File: src/rtl/tilemap_writer.sv
// ============================================================================
//  Module   : tilemap_writer
//  Purpose  : Read-modify-write engine for the nibble-packed display tile map,
//             sharing the BRAM port with the renderer through a grant signal.
//  Revision : 1.0  initial release
// ============================================================================
`default_nettype none

module tilemap_writer #(
    parameter int unsigned MAP_COLS   = 20,
    parameter int unsigned MAP_ROWS   = 15,
    parameter int unsigned ROW_STRIDE = 16,
    parameter int unsigned BASE_ADDR  = 0
) (
    input  logic        i_Clk,
    input  logic        i_reset,
    input  logic        i_cmd_valid,
    output logic        o_cmd_ready,
    input  logic        i_cmd_op,
    input  logic [4:0]  i_cmd_x,
    input  logic [3:0]  i_cmd_y,
    input  logic [3:0]  i_cmd_tile,
    output logic        o_cmd_err,
    input  logic        i_bram_grant,
    output logic [10:0] o_bram_addr,
    output logic        o_bram_re,
    output logic        o_bram_we,
    output logic [15:0] o_bram_wdata,
    input  logic [15:0] i_bram_rdata,
    output logic        o_busy
);

    localparam int unsigned C_FILL_WORDS = (MAP_COLS + 3) / 4;
    localparam logic [2:0]  C_LAST_IDX   = 3'(C_FILL_WORDS - 1);
    localparam logic [10:0] C_BASE       = 11'(BASE_ADDR);
    localparam logic [10:0] C_STRIDE     = 11'(ROW_STRIDE);

    typedef enum logic [2:0] {
        S_IDLE  = 3'd0,
        S_READ  = 3'd1,
        S_WAIT  = 3'd2,
        S_WRITE = 3'd3,
        S_FILL  = 3'd4
    } state_t;

    state_t      r_state;
    state_t      w_next;

    logic        r_ready;
    logic        r_busy;
    logic        r_err;
    logic [10:0] r_addr;
    logic [15:0] r_wdata;
    logic [3:0]  r_tile;
    logic [1:0]  r_nib;
    logic [2:0]  r_idx;

    logic        w_accept;
    logic        w_in_range;
    logic [10:0] w_row_base;
    logic [10:0] w_cell_addr;
    logic [15:0] w_merged;

    assign o_cmd_ready = r_ready & ~i_reset;
    assign w_accept    = i_cmd_valid & o_cmd_ready;

    // FILL ignores x, so only SET is range-checked on the column.
    assign w_in_range  = ({28'd0, i_cmd_y} < MAP_ROWS) &&
                         (i_cmd_op || ({27'd0, i_cmd_x} < MAP_COLS));

    // 11-bit arithmetic gives the modulo-2048 wrap for free.
    assign w_row_base  = C_BASE + C_STRIDE * {7'd0, i_cmd_y};
    assign w_cell_addr = w_row_base + {8'd0, i_cmd_x[4:2]};

    always_comb begin
        w_merged = i_bram_rdata;
        case (r_nib)
            2'd0:    w_merged[15:12] = r_tile;
            2'd1:    w_merged[11:8]  = r_tile;
            2'd2:    w_merged[7:4]   = r_tile;
            default: w_merged[3:0]   = r_tile;
        endcase
    end

    always_ff @(posedge i_Clk) begin
        if (i_reset) begin
            r_state <= S_IDLE;
        end else begin
            r_state <= w_next;
        end
    end

    always_comb begin
        w_next = r_state;
        case (r_state)
            S_IDLE:  if (w_accept && w_in_range) w_next = i_cmd_op ? S_FILL : S_READ;
            S_READ:  if (i_bram_grant) w_next = S_WAIT;
            S_WAIT:  w_next = S_WRITE;
            S_WRITE: if (i_bram_grant) w_next = S_IDLE;
            S_FILL:  if (i_bram_grant && (r_idx == C_LAST_IDX)) w_next = S_IDLE;
            default: w_next = S_IDLE;
        endcase
    end

    always_ff @(posedge i_Clk) begin
        if (i_reset) begin
            r_ready <= 1'b0;
            r_busy  <= 1'b0;
            r_err   <= 1'b0;
            r_addr  <= '0;
            r_wdata <= '0;
            r_tile  <= '0;
            r_nib   <= '0;
            r_idx   <= '0;
        end else begin
            r_ready <= (w_next == S_IDLE);
            r_busy  <= (w_next != S_IDLE);
            r_err   <= w_accept && !w_in_range;
            case (r_state)
                S_IDLE: begin
                    if (w_accept && w_in_range) begin
                        r_tile <= i_cmd_tile;
                        r_nib  <= i_cmd_x[1:0];
                        r_idx  <= '0;
                        if (i_cmd_op) begin
                            r_addr  <= w_row_base;
                            r_wdata <= {4{i_cmd_tile}};
                        end else begin
                            r_addr  <= w_cell_addr;
                        end
                    end
                end
                S_WAIT:  r_wdata <= w_merged;
                S_FILL: begin
                    if (i_bram_grant) begin
                        r_idx  <= r_idx + 3'd1;
                        r_addr <= r_addr + 11'd1;
                    end
                end
                default: ;
            endcase
        end
    end

    // Strobes are qualified by grant in the cycle itself so the renderer owns the port otherwise.
    assign o_bram_re    = (r_state == S_READ) && i_bram_grant && !i_reset;
    assign o_bram_we    = ((r_state == S_WRITE) || (r_state == S_FILL)) && i_bram_grant && !i_reset;
    assign o_bram_addr  = r_addr;
    assign o_bram_wdata = r_wdata;
    assign o_cmd_err    = r_err;
    assign o_busy       = r_busy;

endmodule

`default_nettype wire
File: config.mk
export PLATFORM = sky130hd
export DESIGN_NAME = tilemap_writer
export DESIGN_NICKNAME = d
export VERILOG_FILES = /design/src/rtl/tilemap_writer.sv
export SDC_FILE = /design/constraint.sdc
export NUM_CORES = 1
export LEC_CHECK = 0
export ABC_AREA = 1
export ABC_CLOCK_PERIOD_IN_PS = 1850
export BUFFER_PORTS_ARGS = -buffer_cell sky130_fd_sc_hd__buf_2
export CORE_ASPECT_RATIO = 1.75
export CORE_MARGIN = 5
export CORE_UTILIZATION = 30
export CTS_CLUSTER_DIAMETER = 200
export CTS_CLUSTER_SIZE = 25
export DETAILED_ROUTE_END_ITERATION = 7
export PLACE_DENSITY_LB_ADDON = 0.25
export SLEW_MARGIN = 5
export SYNTH_ARGS = -nofsm -noshare
export SYNTH_HDL_FRONTEND = slang
export SYNTH_SLANG_ARGS = --single-unit
File: constraint.sdc
create_clock -name i_Clk -period 1.85 [get_ports i_Clk]
set_input_delay 0.0925 -clock i_Clk [delete_from_list [all_inputs] [get_ports i_Clk]]
set_output_delay 0.0925 -clock i_Clk [all_outputs]
set_load 0.03 [all_outputs]
==> After elaboration in Yosys (flattened, before gate mapping) <==
Cells that the tools add are included.
{ "op_classes": {"magnitude_cmp": 2, "bitwise_logic": 3, "n_addsub": 3, "n_reduce_logical": 22, "n_eq_ne": 10, "mux": 20} }
{ "ops": {"columns": ["cell", "n"], "rows": [
  ["2-to-1 mux 16 bit", 2],
  ["case mux 16 bit (2 select lines)", 1],
  ["2-to-1 mux 11 bit", 2],
  ["case mux 11 bit (2 select lines)", 1],
  ["2-to-1 mux 3 bit", 7],
  ["2-to-1 mux 4 bit", 4],
  ["case mux 3 bit (5 select lines)", 1],
  ["adder 11 x 1 -> 11 bit (second input constant)", 1],
  ["adder 8 x 3 -> 9 bit", 1],
  ["2-to-1 mux 9 bit", 1],
  ["logical AND 1 bit", 8],
  ["equality test 3 x 2 -> 1 bit (second input constant)", 2],
  ["equality test 3 bit (second input constant)", 2],
  ["zero test 3 bit", 2],
  ["!= test 2 bit (second input constant)", 3],
  ["case mux 3 bit (2 select lines)", 1],
  ["AND reduction 3 bit", 2],
  ["less-than comparator 5 bit (second input constant)", 1],
  ["less-than comparator 4 bit (second input constant)", 1],
  ["nonzero test 2 bit", 2],
  ["adder 3 x 1 -> 3 bit (second input constant)", 1],
  ["equality test 3 x 1 -> 1 bit (second input constant)", 1],
  ["nonzero test 3 bit", 1],
  ["OR reduction 3 bit", 1],
  ["other kinds (8)", 11]
]} }
{ "totals": {"ff_bits": 42} }

==> Logic depth before layout (Yosys ltp) <==
Gate-level depths: netlist (run 1).
{ "logic_depth": {"ltp_word": 7, "depth_mapped": 11} }

==> Worst setup path after synthesis (run 1) <==
Ideal clock, no wire load.
{ "synth_timing": {"kind": "register to output", "startpoint": "reg r_state[0]", "endpoint": "out o_bram_we", "setup_slack_ns": 0.229, "t_required_ns": 1.757, "stages_incl_launch_ff": 6, "t_arrival_ns": 1.528, "cell_sequence": "dfxtp_1 nor2_4 inv_2 nor2_4 inv_2 a211oi_1"} }
{ "synth_between": {"elab_chain_cells": 4, "elab_cells_between_ends": 5} }
{ "synth_rtl": {"columns": ["item", "line", "text"], "rows": [
  ["start: declaration", "46", "state_t r_state;"],
  ["start signal: assignment", "89", "r_state <= w_next;"],
  ["equality test 3 x 2 -> 1 bit / equality test 3 bit (equally long branches)", "147", "assign o_bram_we = ((r_state == S_WRITE) || (r_state == S_FILL)) && i_bram_grant && !i_reset;"],
  ["logical OR 1 bit (*)", "147", null],
  ["logical AND 1 bit (*) (2 in a row)", "147", null],
  ["end: declaration", "27", "output logic o_bram_we,"]
]} }
Every way passes the cells marked *; elsewhere a longest branch is shown, timed or not.

==> Worst setup path after layout (run 1) <==
Same ends and word-level chain as after synthesis.

==> results of run 1 <==
[layout make-up]
class	count	area, um^2
Fill cell	868	4650
Multi-Input combinational cell	269	1250
Sequential cell	42	841
Timing Repair Buffer	74	395
Inverter	47	176
Clock buffer	7	143
Tap cell	88	110
Clock inverter	1	5.00
[critical path: cells and delay by family (launching register included)]
family / cells / cell delay [ns]
flip-flops: 1 / 0.39
buffers and inverters: 3 / 0.38
AO/OA/AOI/OAI: 1 / 0.32
AND/OR/NAND/NOR: 2 / 0.28
[synthesized netlist by cell type (2+ instances only)]
master     n  area share [%]
nand4_1    3            0.80
nor2_1    87              14
o211ai_1   3            0.97
nor2_4     5             2.4
o21ai_0   32             6.9
nand2_1   75              12
nor3_1     4            0.86
dfxtp_1   42              36
o21ai_1   13             2.8
buf_2      4            0.86
buf_4      2            0.64
inv_2      5            0.80
nand2_2    2            0.54
clkbuf_1   3            0.48
a21oi_1   13             2.8
nand3_1   19             4.1
buf_6      2            0.97
ha_1       3             1.6
inv_1     42             6.8
[sequential cells by signal (all words and copies together) (netlist names)]
| register | count |
|---|---|
| r_state | 3 |
| r_idx | 3 |
| r_nib | 2 |
| o_cmd_err | 1 |
| r_tile | 4 |
| o_bram_wdata | 16 |
| o_bram_addr | 11 |
| o_busy | 1 |
| r_ready | 1 |
[per-layer routing]
layer,routed length [um],GRT usage (%),vias up
li1,-,-,1297
met1,2690,15.1,1079
met3,353,3.69,8
met4,147,5.66,0
met2,3640,26.6,64
met5,0,0,-
[power groups by stage]
stage	clock network, mW	logic (mW)	registers (mW)
after detailed placement	0	0.523	1.04
after global placement	0	0.521	1.04
after CTS	0.938	0.526	1.02
after floorplan	0	0.273	1.12
after global routing	0.971	0.580	1.03
final	0.902	0.520	1.02
[cells by family (layout without fill, tap and decap cells)]
| family | after synthesis | count (layout) | synth area share (%) |
|---|---|---|---|
| AND/OR/NAND/NOR | 201 | 201 | 37.1 |
| AO/OA/AOI/OAI | 65 | 65 | 14.8 |
| buffers and inverters | 58 | 129 | 10.5 |
| flip-flops | 42 | 42 | 36.1 |
| adder cells (fa/ha/maj) | 3 | 3 | 1.61 |
[stage by stage]
step | total power, mW | hold WS [ns] | util (%)
after global routing | 2.58 | 0.140 | 38.5
after detailed placement | 1.56 | 0.407 | 36.6
after floorplan | 1.40 | 0.257 | -
after global placement | 1.56 | 0.401 | 36.6
after CTS | 2.48 | 0.107 | 38.5
final | 2.44 | 0.102 | 38.5
[worst paths after layout]
check	from	end	slack (ns)	cells past startpoint
setup / recovery	r_state[0]	o_bram_we	0.11	6
hold / removal	i_cmd_x[1]	r_nib[1]	0.10	3
setup reg to reg	r_state[2]	o_bram_addr[0]	0.22	9
hold reg to reg	o_bram_wdata[14]	o_bram_wdata[14]	0.48	2
[timing repair]
action | CTS | global route
endpoints found under the setup margin | 0 | 1
buffers inserted | 0 | 0
resized for setup | 0 | 1
==> impl_metrics.toml, run 1 <==
[clocking]
insertion_delay_ns = 0.29
clk_pin_slew_ns = 0.06
cts_buffers = 5
clk_path_buf_depth = 2
numClockSinks = 42
cts_tree = "yes"
cts_hold_buf = 0
htreeDepth = 2
root_buffer = "clkbuf_16"

[synthesis]
synth_ff_type = "dfxtp_1"
synth_fp_nets = 406
synthDistinctLibCells = 29
ys_seq_area_share_pct = 36.1
synth-edff-count = 0
synth_cells = 369
async_reset_ff_share_pct = 0
synth_warnings = 0
synth-seq-cells = 42
avgSynthCellArea_um2 = 6.32
synth_area_um2 = 2330

[timing]
slew_headroom_pct = 68.1
max_freq_ghz = 0.574
setup-tns-final_ns = 0
rsz0062_at_grt = "false"
min_period_ns = 1.74
setup_viol = 0
fin_skew_ns = 0.00404
slew_viol_final = 0
worstMarginPinSlew_ns = 0.476
min_period_over_period_pct = 94.1
finalHoldViolations = 0
fin_ws_ns = 0.109

[worst_setup_path]
cp_slowest_cell = "dfxtp_1"
cp_max_fo = 7
arrival_ns = 1.65
slowest_delay_ns = 0.39
end_kind = "output port"
crit_required_ns = 1.76
cp_cell_sequence = "nor2_4, inv_2, nor2_4, inv_2, a211oi_1, buf_4"
cp-start-kind = "register"
worstSetupPathType = "register to output port"

[floorplanning]
rows = 42
dieWidth_um = 76.7
dieArea_um2 = 9710
start_util_pct = 30.8
die_h_um = 127
io_pins = 66
design.core.area_um2 = 7570

[finish]
nets = 476
areaGrowthSynthToFinish_pct = 25.1
drive_gt1_share_pct = 22.3
n_antenna_cell = 0
post-route-cell-area_um2 = 2920
mostFrequentLayoutCell = "nor2_1"
layout_common_cells = "nor2_1, nand2_1, buf_2"
stdcell_count = 528

[drt]
wirelength_um = 6830
drc = 0
vias = 2448
post_drt_via_cell_ratio = 4.64
drtIter0Drc = 102
wl_per_cell_um = 12.9
firstDrtPassIters = 4
final_antenna_net_count = 0

[power]
power_switching_mw = 0.763
swShare_pct = 31.3
clockPowerShare_pct = 37.0
peakVddDrop_v = 0.000397
leakage_nw = 1.46
pwr-share-comb_pct = 21.3
p_per_area_nw_per_um2 = 837
p_int_mw = 1.68
seq_power_share_pct = 41.7

[placement]
dp_slack_ns = 0.232
place_area_um2 = 2770
numPortBuffers = 65
gp_congestion = 0.839
place_hpwl_um = 5280
placedCellCount = 520

[grt]
grt_pass1_wl_um = 11200
grt_start_max_net_pins = 31
antenna_found_initial = 0
track_usage_pct = 14.3
overflow = 0
grt_pass1_vias = 2357

[run]
drv_cap = 0

[worst_hold_path]
worst_hold_path_type = "input port to register"

[outcome]
status = "finished, final reports clean"
Power figures use the tool's default switching activity.
==> run 2, diff against run 1 <==
--- a/config.mk
+++ b/config.mk
@@ -5,11 +5,10 @@
 export SDC_FILE = /design/constraint.sdc
 export NUM_CORES = 1
 export LEC_CHECK = 0
-export ABC_AREA = 1
 export ABC_CLOCK_PERIOD_IN_PS = 1850
 export BUFFER_PORTS_ARGS = -buffer_cell sky130_fd_sc_hd__buf_2
 export CORE_ASPECT_RATIO = 1.75
-export CORE_MARGIN = 5
+export CORE_MARGIN = 3
 export CORE_UTILIZATION = 30
 export CTS_CLUSTER_DIAMETER = 200
 export CTS_CLUSTER_SIZE = 25
==> run 2 against run 1 <==
Compared with the run above: maximum frequency is 1.5% lower; critical path depth stayed put; flip-flop and latch count is the same; clock skew is 0.00057 ns lower; synthesized area is 6.8% lower; setup slack worse by 0.026 ns; routed wire length decreased by 5.5%; die area decreased by 14%; first-iteration DRC count is 15% lower; register-to-register slack got worse by 0.14 ns; combinational power down 40%; largest cell class unchanged; largest power group is now the clock network.
==> impl_metrics.toml, run 2 <==
[timing]
fin_ws_ns = 0.0831
worstMarginPinSlew_ns = 0.450
holdWs_ns = 0.0509
slew_headroom_pct = 69.8
fin_skew_ns = 0.00347
rsz0062_at_grt = "true"
finalHoldViolations = 0
setup_viol = 0
setup-tns-final_ns = 0
min_period_over_period_pct = 95.5
max_freq_ghz = 0.566
min_period_ns = 1.77
slew_viol_final = 0

[drt]
vias = 2251
final_antenna_net_count = 0
post_drt_via_cell_ratio = 5.22
wl_per_cell_um = 15.0
drtIter0Drc = 87
drc = 0
wirelength_um = 6460
firstDrtPassIters = 4

[clocking]
insertion_delay_ns = 0.28
htreeDepth = 2
cts_buffers = 5
clk_path_buf_depth = 2
cts_tree = "yes"
cts_hold_buf = 0
numClockSinks = 42
root_buffer = "clkbuf_16"
clk_pin_slew_ns = 0.06

[grt]
overflow = 0
grt_start_max_net_pins = 41
grt_pass1_vias = 2227
track_usage_pct = 15.8
antenna_found_initial = 0
grt_pass1_wl_um = 10600

[placement]
dp_slack_ns = 0.0344
gp_congestion = 0.831
numPortBuffers = 65
place_hpwl_um = 4920
placedCellCount = 422
place_area_um2 = 2700

[power]
p_per_area_nw_per_um2 = 784
leakage_nw = 1.24
peakVddDrop_v = 0.000395
power_mw = 2.26

[worst_setup_path]
cp_max_fo = 32
end_kind = "register"
crit_required_ns = 2.06
cp-start-kind = "register"
worstSetupPathType = "register to register"
arrival_ns = 1.98

[finish]
stdcell_count = 431
drive_gt1_share_pct = 29.4
areaGrowthSynthToFinish_pct = 32.6
nets = 383
mostFrequentLayoutCell = "buf_2"
layout_common_cells = "buf_2, nand2_1, dfxtp_1"
n_antenna_cell = 0
final_util_pct = 41.4
n_fill_cell = 743
largest_register_ffs = 16
post-route-cell-area_um2 = 2880

[synthesis]
synth_warnings = 0
synth_cells = 273
synth_common_cells = "nand2_1, dfxtp_1, a21oi_1, nor2_1, clkbuf_1"
yosysMostFrequentCell = "nand2_1"
synth_top_area_share_pct = 38.7
async_reset_ff_share_pct = 0
synth-edff-count = 0
synth-seq-cells = 42
synth_fp_nets = 310
synth_area_um2 = 2170
synth_area_leader_cell = "dfxtp_1"
synth_area_leaders = "dfxtp_1, nand2_1, a21oi_1"
ys_seq_area_share_pct = 38.7
synth_ff_type = "dfxtp_1"
avgSynthCellArea_um2 = 7.97
synthDistinctLibCells = 46

[floorplanning]
start_util_pct = 31.3
die_h_um = 119
design.core.area_um2 = 6960
rows = 40
dieWidth_um = 70.4
io_pins = 66
dieArea_um2 = 8350

[run]
drv_cap = 0

[outcome]
status = "finished, final reports clean"

[worst_hold_path]
worst_hold_path_type = "input port to register"
-- run 2: cell types whose count changed after synthesis, moves of 9 or more --
cell      before  now
o21ai_0       32   10
clkbuf_1       3   12
nor2_1        87   20
mux2i_1        0   10
inv_1         42    4
nand3_1       19    9
a21oi_1       13   33
nand2_1       75   49
o21ai_1       13    1
-- run 2: path summary, 6_finish.rpt --
path | startpoint | to | slack (ns) | depth (start not counted)
worst min-delay path | i_cmd_x[1] | r_nib[1] | 0.05 | 3
worst min register to register | o_bram_wdata[1] | o_bram_wdata[1] | 0.45 | 2
worst max-delay path | r_state[0] | o_bram_wdata[2] | 0.08 | 6
worst max register to register | r_state[0] | o_bram_wdata[2] | 0.08 | 6
-- run 2: layout make-up --
class / instances / area (um^2) / area share, %
timing repair buffer: 86 / 510 / 17.7
multi-input combinational: 207 / 1250 / 43.2
tap: 84 / 105 / 3.65
inverter: 4 / 15.0 / 0.521
sequential: 42 / 841 / 29.2
clock buffer: 5 / 125 / 4.34
clock inverter: 3 / 40.0 / 1.39
-- run 2: logic make-up (layout without fill, tap and decap cells) --
logic type               Yosys count  in the layout  synth area share, %
adder cells (fa/ha/maj)            3              3                 1.73
multiplexers                      10             10                 4.60
buffers and inverters             24             98                 4.60
AO/OA/AOI/OAI                     80             80                 24.3
XOR/XNOR                           1              1                0.403
AND/OR/NAND/NOR                  113            113                 25.7
flip-flops                        42             42                 38.7
-- run 2: where the power goes --
group | switching, mW | internal (mW) | total (mW)
registers | 0.0232 | 0.934 | 0.957
clock network | 0.359 | 0.632 | 0.991
logic | 0.189 | 0.124 | 0.312
total | 0.570 | 1.69 | 2.26
-- run 2: worst max-delay path, stage by stage (launching register included) --
cell and delay (ns):
dfxtp_1 0.36, nor4_4 0.37, buf_4 0.18, a31oi_2 0.11, buf_12 0.18, a311o_1 0.35
a21oi_1 0.14
-- run 2: timing repair --
item | in CTS | in global routing
setup endpoints to repair | 1 | 13
buffers inserted | 0 | 1
gates resized for setup | 1 | 4
pin swaps | 0 | 1
-- run 2: metal layers --
layer	share of wire [%]	global-route usage, %	vias to the layer above
met5	0	0	-
met4	0.87	3.96	0
met3	5.7	2.89	5
met2	55	30.9	79
met1	38	16.6	1042
li1	-	-	1125
==> run 3, diff against run 2 <==
--- a/config.mk
+++ b/config.mk
@@ -8,12 +8,13 @@
 export ABC_CLOCK_PERIOD_IN_PS = 1850
 export BUFFER_PORTS_ARGS = -buffer_cell sky130_fd_sc_hd__buf_2
 export CORE_ASPECT_RATIO = 1.75
-export CORE_MARGIN = 3
+export CORE_MARGIN = 4
 export CORE_UTILIZATION = 30
 export CTS_CLUSTER_DIAMETER = 200
 export CTS_CLUSTER_SIZE = 25
 export DETAILED_ROUTE_END_ITERATION = 7
 export PLACE_DENSITY_LB_ADDON = 0.25
+export RECOVER_POWER = 25
 export SLEW_MARGIN = 5
 export SYNTH_ARGS = -nofsm -noshare
 export SYNTH_HDL_FRONTEND = slang
==> constraint.sdc (replaced) <==
create_clock -name i_Clk -period 1.85 [get_ports i_Clk]
set_input_delay 0 -clock i_Clk [delete_from_list [all_inputs] [get_ports i_Clk]]
set_output_delay 0 -clock i_Clk [all_outputs]
set_load 0.03 [all_outputs]
==> run 3 against run 2 <==
Compared with the run above: combinational power increased by 2%; worst hold slack better by 0.0081 ns; clock power down 13%; global-route usage shrank 0.55 points; non-clock buffer count up 4; first-iteration DRC count down 34%; total power shrank 5.6%; routed wire length increased by 2.2%; cell count up 0.93%; setup slack got worse by 0.0096 ns; largest cell class unchanged.
==> impl_metrics.toml, run 3 (synthesis results as in run 2) <==
[grt]
grt_start_max_net_pins = 41
track_usage_pct = 15.2
grt_pass1_wl_um = 10400
overflow = 0
grt_pass1_vias = 2141
antenna_found_initial = 0

[finish]
drive_gt1_share_pct = 23.6
largest_register_ffs = 16
post-route-cell-area_um2 = 2890
layout_common_cells = "nand2_1, buf_2, dfxtp_1"
nets = 387
n_fill_cell = 749
areaGrowthSynthToFinish_pct = 32.9
n_antenna_cell = 0
final_util_pct = 41.5

[drt]
drc = 0
vias = 2239
firstDrtPassIters = 4
post_drt_via_cell_ratio = 5.15
wl_per_cell_um = 15.2
wirelength_um = 6600
final_antenna_net_count = 0
drtIter0Drc = 57

[timing]
fin_ws_ns = 0.0735
min_period_over_period_pct = 96.0
fin_skew_ns = 0.00617
min_period_ns = 1.78
max_freq_ghz = 0.563
slew_headroom_pct = 53.2
finalHoldViolations = 0
worstMarginPinSlew_ns = 0.702
setup_viol = 0
rsz0062_at_grt = "true"
slew_viol_final = 0
setup-tns-final_ns = 0

[worst_hold_path]
worst_hold_path_type = "input port to register"
min_from = "i_cmd_y[3]"

[placement]
place_area_um2 = 2680
dp_slack_ns = -0.205
gp_congestion = 0.790
place_hpwl_um = 5070
numPortBuffers = 65

[worst_setup_path]
end_kind = "register"
worstSetupPathType = "register to register"
crit_required_ns = 2.08
slowest_delay_ns = 0.52
cp_cell_sequence = "buf_6, nor3b_2, nand2_1, a21boi_2, or4b_1, o21ai_1"
cp-start-kind = "register"
cp_slowest_cell = "or4b_1"
arrival_ns = 2.00
cp_max_fo = 11
cp-startpoint = "r_state[2]"
rr_startpoint = "r_state[2]"

[run]
drv_cap = 0

[clocking]
htreeDepth = 2
cts_tree = "yes"
root_buffer = "clkbuf_16"
cts_buffers = 5
clk_pin_slew_ns = 0.06
insertion_delay_ns = 0.29
clk_path_buf_depth = 2
numClockSinks = 42
cts_setup_buffers = 0

[floorplanning]
io_pins = 66
rows = 40
die_h_um = 121
design.core.area_um2 = 6960
dieWidth_um = 72.4
start_util_pct = 31.3
dieArea_um2 = 8730

[outcome]
status = "finished, final reports clean"

[power]
p_per_area_nw_per_um2 = 738
power_mw = 2.13
leakage_nw = 1.16
peakVddDrop_v = 0.000362
run 3: changes by cell type in the layout (fill, tap and decap cells not counted), moves of 2 or more:
cell and change:
buf_2 -16, dlygate4sd3_1 +6, buf_4 -4, buf_6 +2, clkbuf_1 +19
run 3: path summary, 6_finish.rpt:
kind                           to  slack (ns)  cells after the start
hold / removal     o_bram_addr[7]        0.06                      3
setup reg to reg  o_bram_addr[10]        0.07                      6
hold reg to reg   o_bram_wdata[6]        0.45                      2
setup / recovery  o_bram_addr[10]        0.07                      6
run 3: layer usage:
| layer | global-route usage, % | routed length, um | vias to the layer above |
|---|---|---|---|
| li1 | - | - | 1129 |
| met1 | 15.9 | 2530 | 1034 |
| met2 | 28.7 | 3600 | 68 |
| met3 | 3.24 | 367 | 8 |
| met4 | 5.53 | 104 | 0 |
| met5 | 0 | 0 | - |
run 3: metrics by stage:
stage / hold slack (ns) / instances
6_report: 0.0590 / 435
3_5_place_dp: 0.249 / 421
5_1_grt: 0.0691 / 435
3_3_place_gp: 0.242 / 421
4_1_cts: 0.0522 / 435
2_1_floorplan: 0.136 / 273
run 3: critical path, delay by kind of cell (launching register included):
| family | cells | cell delay, ns |
|---|---|---|
| compound gates | 2 | 0.28 |
| buf+inv | 1 | 0.19 |
| flops | 1 | 0.43 |
| simple gates | 3 | 0.83 |
run 3: repair_timing:
action                                 CTS  global route
hold buffers                             6             0
resized for setup                        2             8
endpoints found under the hold margin    6             0
setup endpoints to repair               18             9
run 3: layout make-up:
type / instances / area, um^2 / area share, %
Clock buffer: 6 / 129 / 4.46
Timing Repair Buffer: 90 / 523 / 18.1
Sequential cell: 42 / 841 / 29.1
Tap cell: 84 / 105 / 3.64
Clock inverter: 2 / 13.8 / 0.476
Multi-Input combinational cell: 207 / 1260 / 43.7
Inverter: 4 / 15.0 / 0.519
run 3: where the power goes:
group	total, mW	switching (mW)	leakage [nW]	internal [mW]
registers	0.959	0.0255	0.340	0.934
logic	0.317	0.191	0.749	0.127
clock network	0.858	0.357	0.0708	0.500
total	2.13	0.573	1.16	1.56
